`config.mk`:
```
export PLATFORM = sky130hd
export DESIGN_NAME = keypad_scanner
export DESIGN_NICKNAME = d
export VERILOG_FILES = /design/src/rtl/keypad_pkg.sv /design/src/rtl/keypad_tick_gen.sv /design/src/rtl/keypad_scanner.sv
export SDC_FILE = /design/constraint.sdc
export NUM_CORES = 1
export LEC_CHECK = 0
export CAP_MARGIN = 20
export CORE_MARGIN = 1.5
export CORE_UTILIZATION = 25
export CTS_BUF_LIST = sky130_fd_sc_hd__clkbuf_16
export CTS_CLUSTER_DIAMETER = 80
export DETAILED_ROUTE_END_ITERATION = 16
export HOLD_SLACK_MARGIN = 0.08
export SYNTH_ARGS = -nofsm -noshare
export SYNTH_HDL_FRONTEND = slang
export SYNTH_SLANG_ARGS = --single-unit
export TNS_END_PERCENT = 100
```
`constraint.sdc`:
```
create_clock -name clk -period 2.42 [get_ports clk]
set_input_delay 0.363 -clock clk [delete_from_list [all_inputs] [get_ports clk]]
set_output_delay 0.363 -clock clk [all_outputs]
set_load 0.1 [all_outputs]
```
`src/rtl/keypad_pkg.sv`:
```
// Shared constants for the 4x4 keypad scanner: FSM state encoding, column strobes,
// note-map offset.
package keypad_pkg;

    typedef logic [1:0] state_t;

    localparam state_t StScan     = 2'd0;
    localparam state_t StDebounce = 2'd1;
    localparam state_t StPressed  = 2'd2;
    localparam state_t StRelease  = 2'd3;

    // Active-low column strobes in rotation order.
    localparam logic [3:0] ColStrobe0 = 4'b1110;
    localparam logic [3:0] ColStrobe1 = 4'b1101;
    localparam logic [3:0] ColStrobe2 = 4'b1011;
    localparam logic [3:0] ColStrobe3 = 4'b0111;

    localparam logic [3:0] RowsIdle   = 4'b1111;
    localparam logic [3:0] NoteOffset = 4'd1;

    function automatic logic [3:0] col_strobe(input logic [1:0] idx);
        logic [3:0] s;
        case (idx)
            2'd0:    s = ColStrobe0;
            2'd1:    s = ColStrobe1;
            2'd2:    s = ColStrobe2;
            default: s = ColStrobe3;
        endcase
        return s;
    endfunction

endpackage

```
`src/rtl/keypad_tick_gen.sv`:
```
// Scan-tick divider: one-clk strobe every SCAN_DIV clks, first one SCAN_DIV clks after reset.
module keypad_tick_gen
    import keypad_pkg::*;
#(
    parameter int unsigned SCAN_DIV = 50000
) (
    input  logic clk,
    input  logic reset_n,
    output logic tick
);

    localparam int unsigned CntW = (SCAN_DIV > 2) ? $clog2(SCAN_DIV) : 1;
    localparam logic [CntW-1:0] Wrap = CntW'(SCAN_DIV - 1);

    logic [CntW-1:0] cnt_q;
    logic            tick_q;

    always_ff @(posedge clk or negedge reset_n) begin
        if (!reset_n) begin
            cnt_q  <= '0;
            tick_q <= 1'b0;
        end else begin
            tick_q <= (cnt_q == Wrap);
            cnt_q  <= (cnt_q == Wrap) ? '0 : cnt_q + 1'b1;
        end
    end

    assign tick = tick_q;

endmodule

```
`src/rtl/keypad_scanner.sv`:
```
// 4x4 matrix keypad scanner with debounce and release tracking.
// Optional macro KEYPAD_NOTE_MAP_EN restricts keys to indices 0..7 and reports index+1.
module keypad_scanner
    import keypad_pkg::*;
#(
    parameter int unsigned SCAN_DIV   = 50000,
    parameter int unsigned DEBOUNCE_N = 8
) (
    input  logic       clk,
    input  logic       reset_n,
    input  logic [3:0] row_n,
    output logic [3:0] col_n,
    output logic [3:0] key_code,
    output logic       key_press,
    output logic       key_held
);

    localparam logic [3:0] Last = 4'(DEBOUNCE_N - 1);

    logic       tick;
    logic [3:0] row_meta_q, row_sync_q;
    state_t     state_q, state_d;
    logic [1:0] col_q, col_d, row_q, row_d;
    logic [3:0] cnt_q, cnt_d, cnt_inc;
    logic [3:0] code_q, code_d, new_code;
    logic       press_q, press_d, held_q, held_d;
    logic [3:0] row_act;
    logic       row_hit, latched_low;
    logic [1:0] row_sel;

    keypad_tick_gen #(
        .SCAN_DIV(SCAN_DIV)
    ) u_tick_gen (
        .clk    (clk),
        .reset_n(reset_n),
        .tick   (tick)
    );

    always_ff @(posedge clk or negedge reset_n) begin
        if (!reset_n) begin
            row_meta_q <= RowsIdle;
            row_sync_q <= RowsIdle;
        end else begin
            row_meta_q <= row_n;
            row_sync_q <= row_meta_q;
        end
    end

    always_comb begin
        row_act = ~row_sync_q;
`ifdef KEYPAD_NOTE_MAP_EN
        // Rows 2 and 3 map to indices 8..15, which have no note.
        row_act[3:2] = 2'b00;
`endif
        row_hit = |row_act;
        row_sel = 2'd0;
        if (row_act[0])      row_sel = 2'd0;
        else if (row_act[1]) row_sel = 2'd1;
        else if (row_act[2]) row_sel = 2'd2;
        else if (row_act[3]) row_sel = 2'd3;
    end

    assign latched_low = ~row_sync_q[row_q];
    assign cnt_inc     = cnt_q + 4'd1;

`ifdef KEYPAD_NOTE_MAP_EN
    assign new_code = {row_q, col_q} + NoteOffset;
`else
    assign new_code = {row_q, col_q};
`endif

    always_comb begin
        state_d = state_q;
        col_d   = col_q;
        row_d   = row_q;
        cnt_d   = cnt_q;
        code_d  = code_q;
        press_d = 1'b0;
        held_d  = held_q;
        if (tick) begin
            case (state_q)
                StScan: begin
                    if (!row_hit) begin
                        col_d = col_q + 2'd1;
                    end else begin
                        row_d   = row_sel;
                        cnt_d   = '0;
                        state_d = StDebounce;
                    end
                end
                StDebounce: begin
                    if (latched_low) begin
                        cnt_d = cnt_inc;
                        if (cnt_inc == Last) begin
                            state_d = StPressed;
                            press_d = 1'b1;
                            held_d  = 1'b1;
                            code_d  = new_code;
                        end
                    end else begin
                        state_d = StScan;
                    end
                end
                StPressed: begin
                    if (!latched_low) begin
                        cnt_d   = '0;
                        state_d = StRelease;
                    end
                end
                StRelease: begin
                    if (latched_low) begin
                        state_d = StPressed;
                    end else if (row_sync_q == RowsIdle) begin
                        cnt_d = cnt_inc;
                        if (cnt_inc == Last) begin
                            held_d  = 1'b0;
                            col_d   = col_q + 2'd1;
                            state_d = StScan;
                        end
                    end
                end
                default: state_d = StScan;
            endcase
        end
    end

    always_ff @(posedge clk or negedge reset_n) begin
        if (!reset_n) begin
            state_q <= StScan;
            col_q   <= 2'd0;
            row_q   <= 2'd0;
            cnt_q   <= '0;
            code_q  <= '0;
            press_q <= 1'b0;
            held_q  <= 1'b0;
        end else begin
            state_q <= state_d;
            col_q   <= col_d;
            row_q   <= row_d;
            cnt_q   <= cnt_d;
            code_q  <= code_d;
            press_q <= press_d;
            held_q  <= held_d;
        end
    end

    assign col_n     = col_strobe(col_q);
    assign key_code  = code_q;
    assign key_press = press_q;
    assign key_held  = held_q;

endmodule

```
==> impl_metrics.py <==
metrics = {
    "setup_path": {
        "critPathLaunch": "cnt_q[1]$_DFFE_PN0P_",
        "r2r-end": "key_code[0]$_DFFE_PN0P_",
        "crit_arrival_ns": 2.17,
        "rr_worst_depth": 6,
        "worstReg2RegStart": "cnt_q[1]$_DFFE_PN0P_",
        "cp-start-kind": "flop",
        "ff2ff_setup_slack_ns": 0.41,
        "worstSetupEndpointType": "flop",
        "cp_max_fo": 6,
        "cp.required_ns": 2.59,
        "critPathKind": "flop to flop",
    },
    "cts": {
        "postCtsHoldBufs": 0,
        "htree_num_levels": 2,
        "insertion_delay_ns": 0.28,
        "clk_pin_slew_ns": 0.06,
        "ctsResizeCount": 0,
        "cts.sinks": 41,
        "cts.path.max_buffers": 2,
        "cts_tree": "built",
        "cts_buffers": 5,
        "cts_root_buf": "clkbuf_16",
        "cts_setup_buffers": 0,
    },
    "logic_synthesis": {
        "synth_flop_cell": "dfrtp_1",
        "ys_async_sr_fraction_pct": 100.0,
        "synth-edff-count": 0,
        "ys.warnings.count": 0,
        "syn_nets": 188,
        "seq_area_frac_synth_pct": 54.44,
        "ys_ff_latch": 41,
        "synth_area_um2": 1903,
        "synth.distinct_cells": 40,
        "postSynthCellCount": 175,
        "syn_area_per_cell_um2": 10.87,
    },
    "place": {
        "dp_hpwl_um": 2360,
        "port_buffers": 15,
        "gp_congestion": 0.7813,
        "placed_cell_area_um2": 2158,
    },
    "routing": {
        "wl_per_cell_um": 10.80,
        "routed_wl_um": 3219,
        "postRouteAntennaNets": 0,
        "drc": 0,
        "firstDrtPassIters": 4,
        "viasPerCell": 4.376,
        "first_iter_violations": 79,
        "num_vias": 1304,
    },
    "pwr": {
        "cellLeakagePower_nw": 1.024,
        "internal_power_mw": 1.077,
        "combPwrFrac_pct": 1.9,
        "total_power_mw": 1.342,
        "ir_worst_vdd_mv": 0.2365,
        "p_sw_mw": 0.2644,
        "p_sw_share_pct": 19.70,
        "clkPwrFrac_pct": 45.7,
        "p_per_area_nw_per_um2": 584.7,
        "seqPwrFrac_pct": 52.4,
    },
    "sta": {
        "relSlewSlack_pct": 41.69,
        "finalCritPeriodShare_pct": 82.99,
        "tightest_slew_ns": 0.8747,
        "min_period_ns": 2.008,
        "whs_ns": 0.1969,
        "setup_viol": 0,
        "finalClockSkew_ns": 0.004621,
        "rsz0062_at_grt": "false",
        "slew_violations": 0,
        "fmax_mhz": 497.9,
        "finalHoldViolations": 0,
        "tns_ns": 0,
    },
    "die": {
        "io_pins": 16,
        "row_count": 31,
        "core-area_um2": 7292,
        "fp.dieW_um": 90.25,
        "die-area_um2": 8145,
        "initial_core_util_pct": 26.10,
        "die_y_um": 90.25,
    },
    "global_routing": {
        "grt_overflow": 0,
        "grt_max_degree": 42,
        "grt_pass1_wl_um": 5782,
        "grt_usage_pct": 8.955,
        "antenna_found_initial": 0,
        "grt_pass1_vias": 1247,
    },
    "layout": {
        "final_cell_mix": "dfrtp_1 (33), inv_1 (18), nor2_1 (16)",
        "diodes": 0,
        "final_common_cell": "dfrtp_1",
        "final_nets": 211,
        "drive_gt1_share_pct": 18.59,
        "final_cell_area_um2": 2295,
        "syn_to_final_growth_pct": 20.58,
    },
    "run_status": {
        "status": "finished, final reports clean",
    },
    "min_path": {
        "hold_path_class": "input pin to async pin",
    },
    "flow_run": {
        "cap_viol_max_count": 0,
    },
}
[cell usage after synthesis (2+ instances only)]
cell type / count / area (um^2)
nand3_1: 10 / 50.05
inv_1: 15 / 56.30
ha_1: 7 / 87.58
nand2_1: 14 / 52.55
xor2_1: 6 / 52.55
nand4_1: 5 / 31.28
dfstp_2: 8 / 210.2
o21ai_0: 5 / 25.02
mux2_2: 5 / 56.30
dfrtp_1: 33 / 825.8
and3_1: 3 / 18.77
nor4_1: 2 / 12.51
xnor2_1: 9 / 78.83
nor2b_1: 3 / 18.77
nor3_1: 4 / 20.02
nor2_1: 16 / 60.06
nand3b_1: 2 / 15.01
a21oi_1: 6 / 30.03
[worst max path at each step]
stage,to,slack [ns],cells past startpoint
2_1_floorplan,col_q[1]$_DFFE_PN0P_,0.59,6
3_3_place_gp,col_q[1]$_DFFE_PN0P_,0.50,6
3_5_place_dp,key_code[0]$_DFFE_PN0P_,0.42,6
4_1_cts,col_q[1]$_DFFE_PN0P_,0.41,6
5_1_grt,key_code[3]$_DFFE_PN0P_,0.27,6
6_report,key_code[0]$_DFFE_PN0P_,0.41,6
[per-layer routing]
layer,part of all wire [%],vias up,global-route usage [%]
li1,-,645,-
met1,52,621,12.08
met2,40,30,12.25
met3,4.1,8,2.609
met4,2.9,0,6.085
met5,0,-,0
[flip-flops by register name, indices dropped and copies added (netlist names), named ones only]
| name | count |
|---|---|
| u_tick_gen.cnt_q | 16 |
| cnt_q | 4 |
| key_code | 4 |
| row_meta_q | 4 |
| row_sync_q | 4 |
| col_q | 2 |
| row_q | 2 |
| key_held | 1 |
| key_press | 1 |
| state_q | 1 |
| u_tick_gen.tick | 1 |
[layout make-up]
| cell class | count | area (um^2) |
|---|---|---|
| Timing Repair Buffer | 17 | 135.1 |
| Inverter | 15 | 56.30 |
| Multi-Input combinational cell | 118 | 807.0 |
| Sequential cell | 41 | 1036 |
| Clock inverter | 3 | 11.26 |
| Tap cell | 99 | 123.9 |
| Clock buffer | 5 | 125.1 |
| Fill cell | 776 | 4997 |
[power by group through the flow]
stage                     registers [mW]  clock network (mW)  logic (mW)
final                              0.703               0.613      0.0258
after global routing               0.703               0.669      0.0302
after CTS                          0.703               0.634      0.0272
after detailed placement           0.715                   0      0.0272
after global placement             0.714                   0      0.0267
after floorplan                    0.713                   0     0.00538
[metrics by stage]
step / worst slack [ns] / instances / util, %
floorplan: 0.5911 / 175 / -
global placement: 0.4970 / 290 / 29.60
detailed placement: 0.4231 / 290 / 29.60
CTS: 0.4113 / 298 / 31.47
global route: 0.2677 / 298 / 31.47
finish: 0.4116 / 298 / 31.47
[cell families after synthesis]
kind of cell             share of synthesized area, %
AND/OR/NAND/NOR                                 18.54
AO/OA/AOI/OAI                                   7.693
adder cells (fa/ha/maj)                         4.602
buffers and inverters                           3.155
XOR/XNOR                                        6.904
flip-flops                                      54.44
multiplexers                                    4.668
[critical path: stages, from the launching register on]
cell and delay [ns]:
dfrtp_1 0.43, ha_1 0.21, nor2b_1 0.20, a211oi_1 0.14, nor3_1 0.37, nand2_1 0.23
mux2_2 0.32
Power figures use the tool's default switching activity.
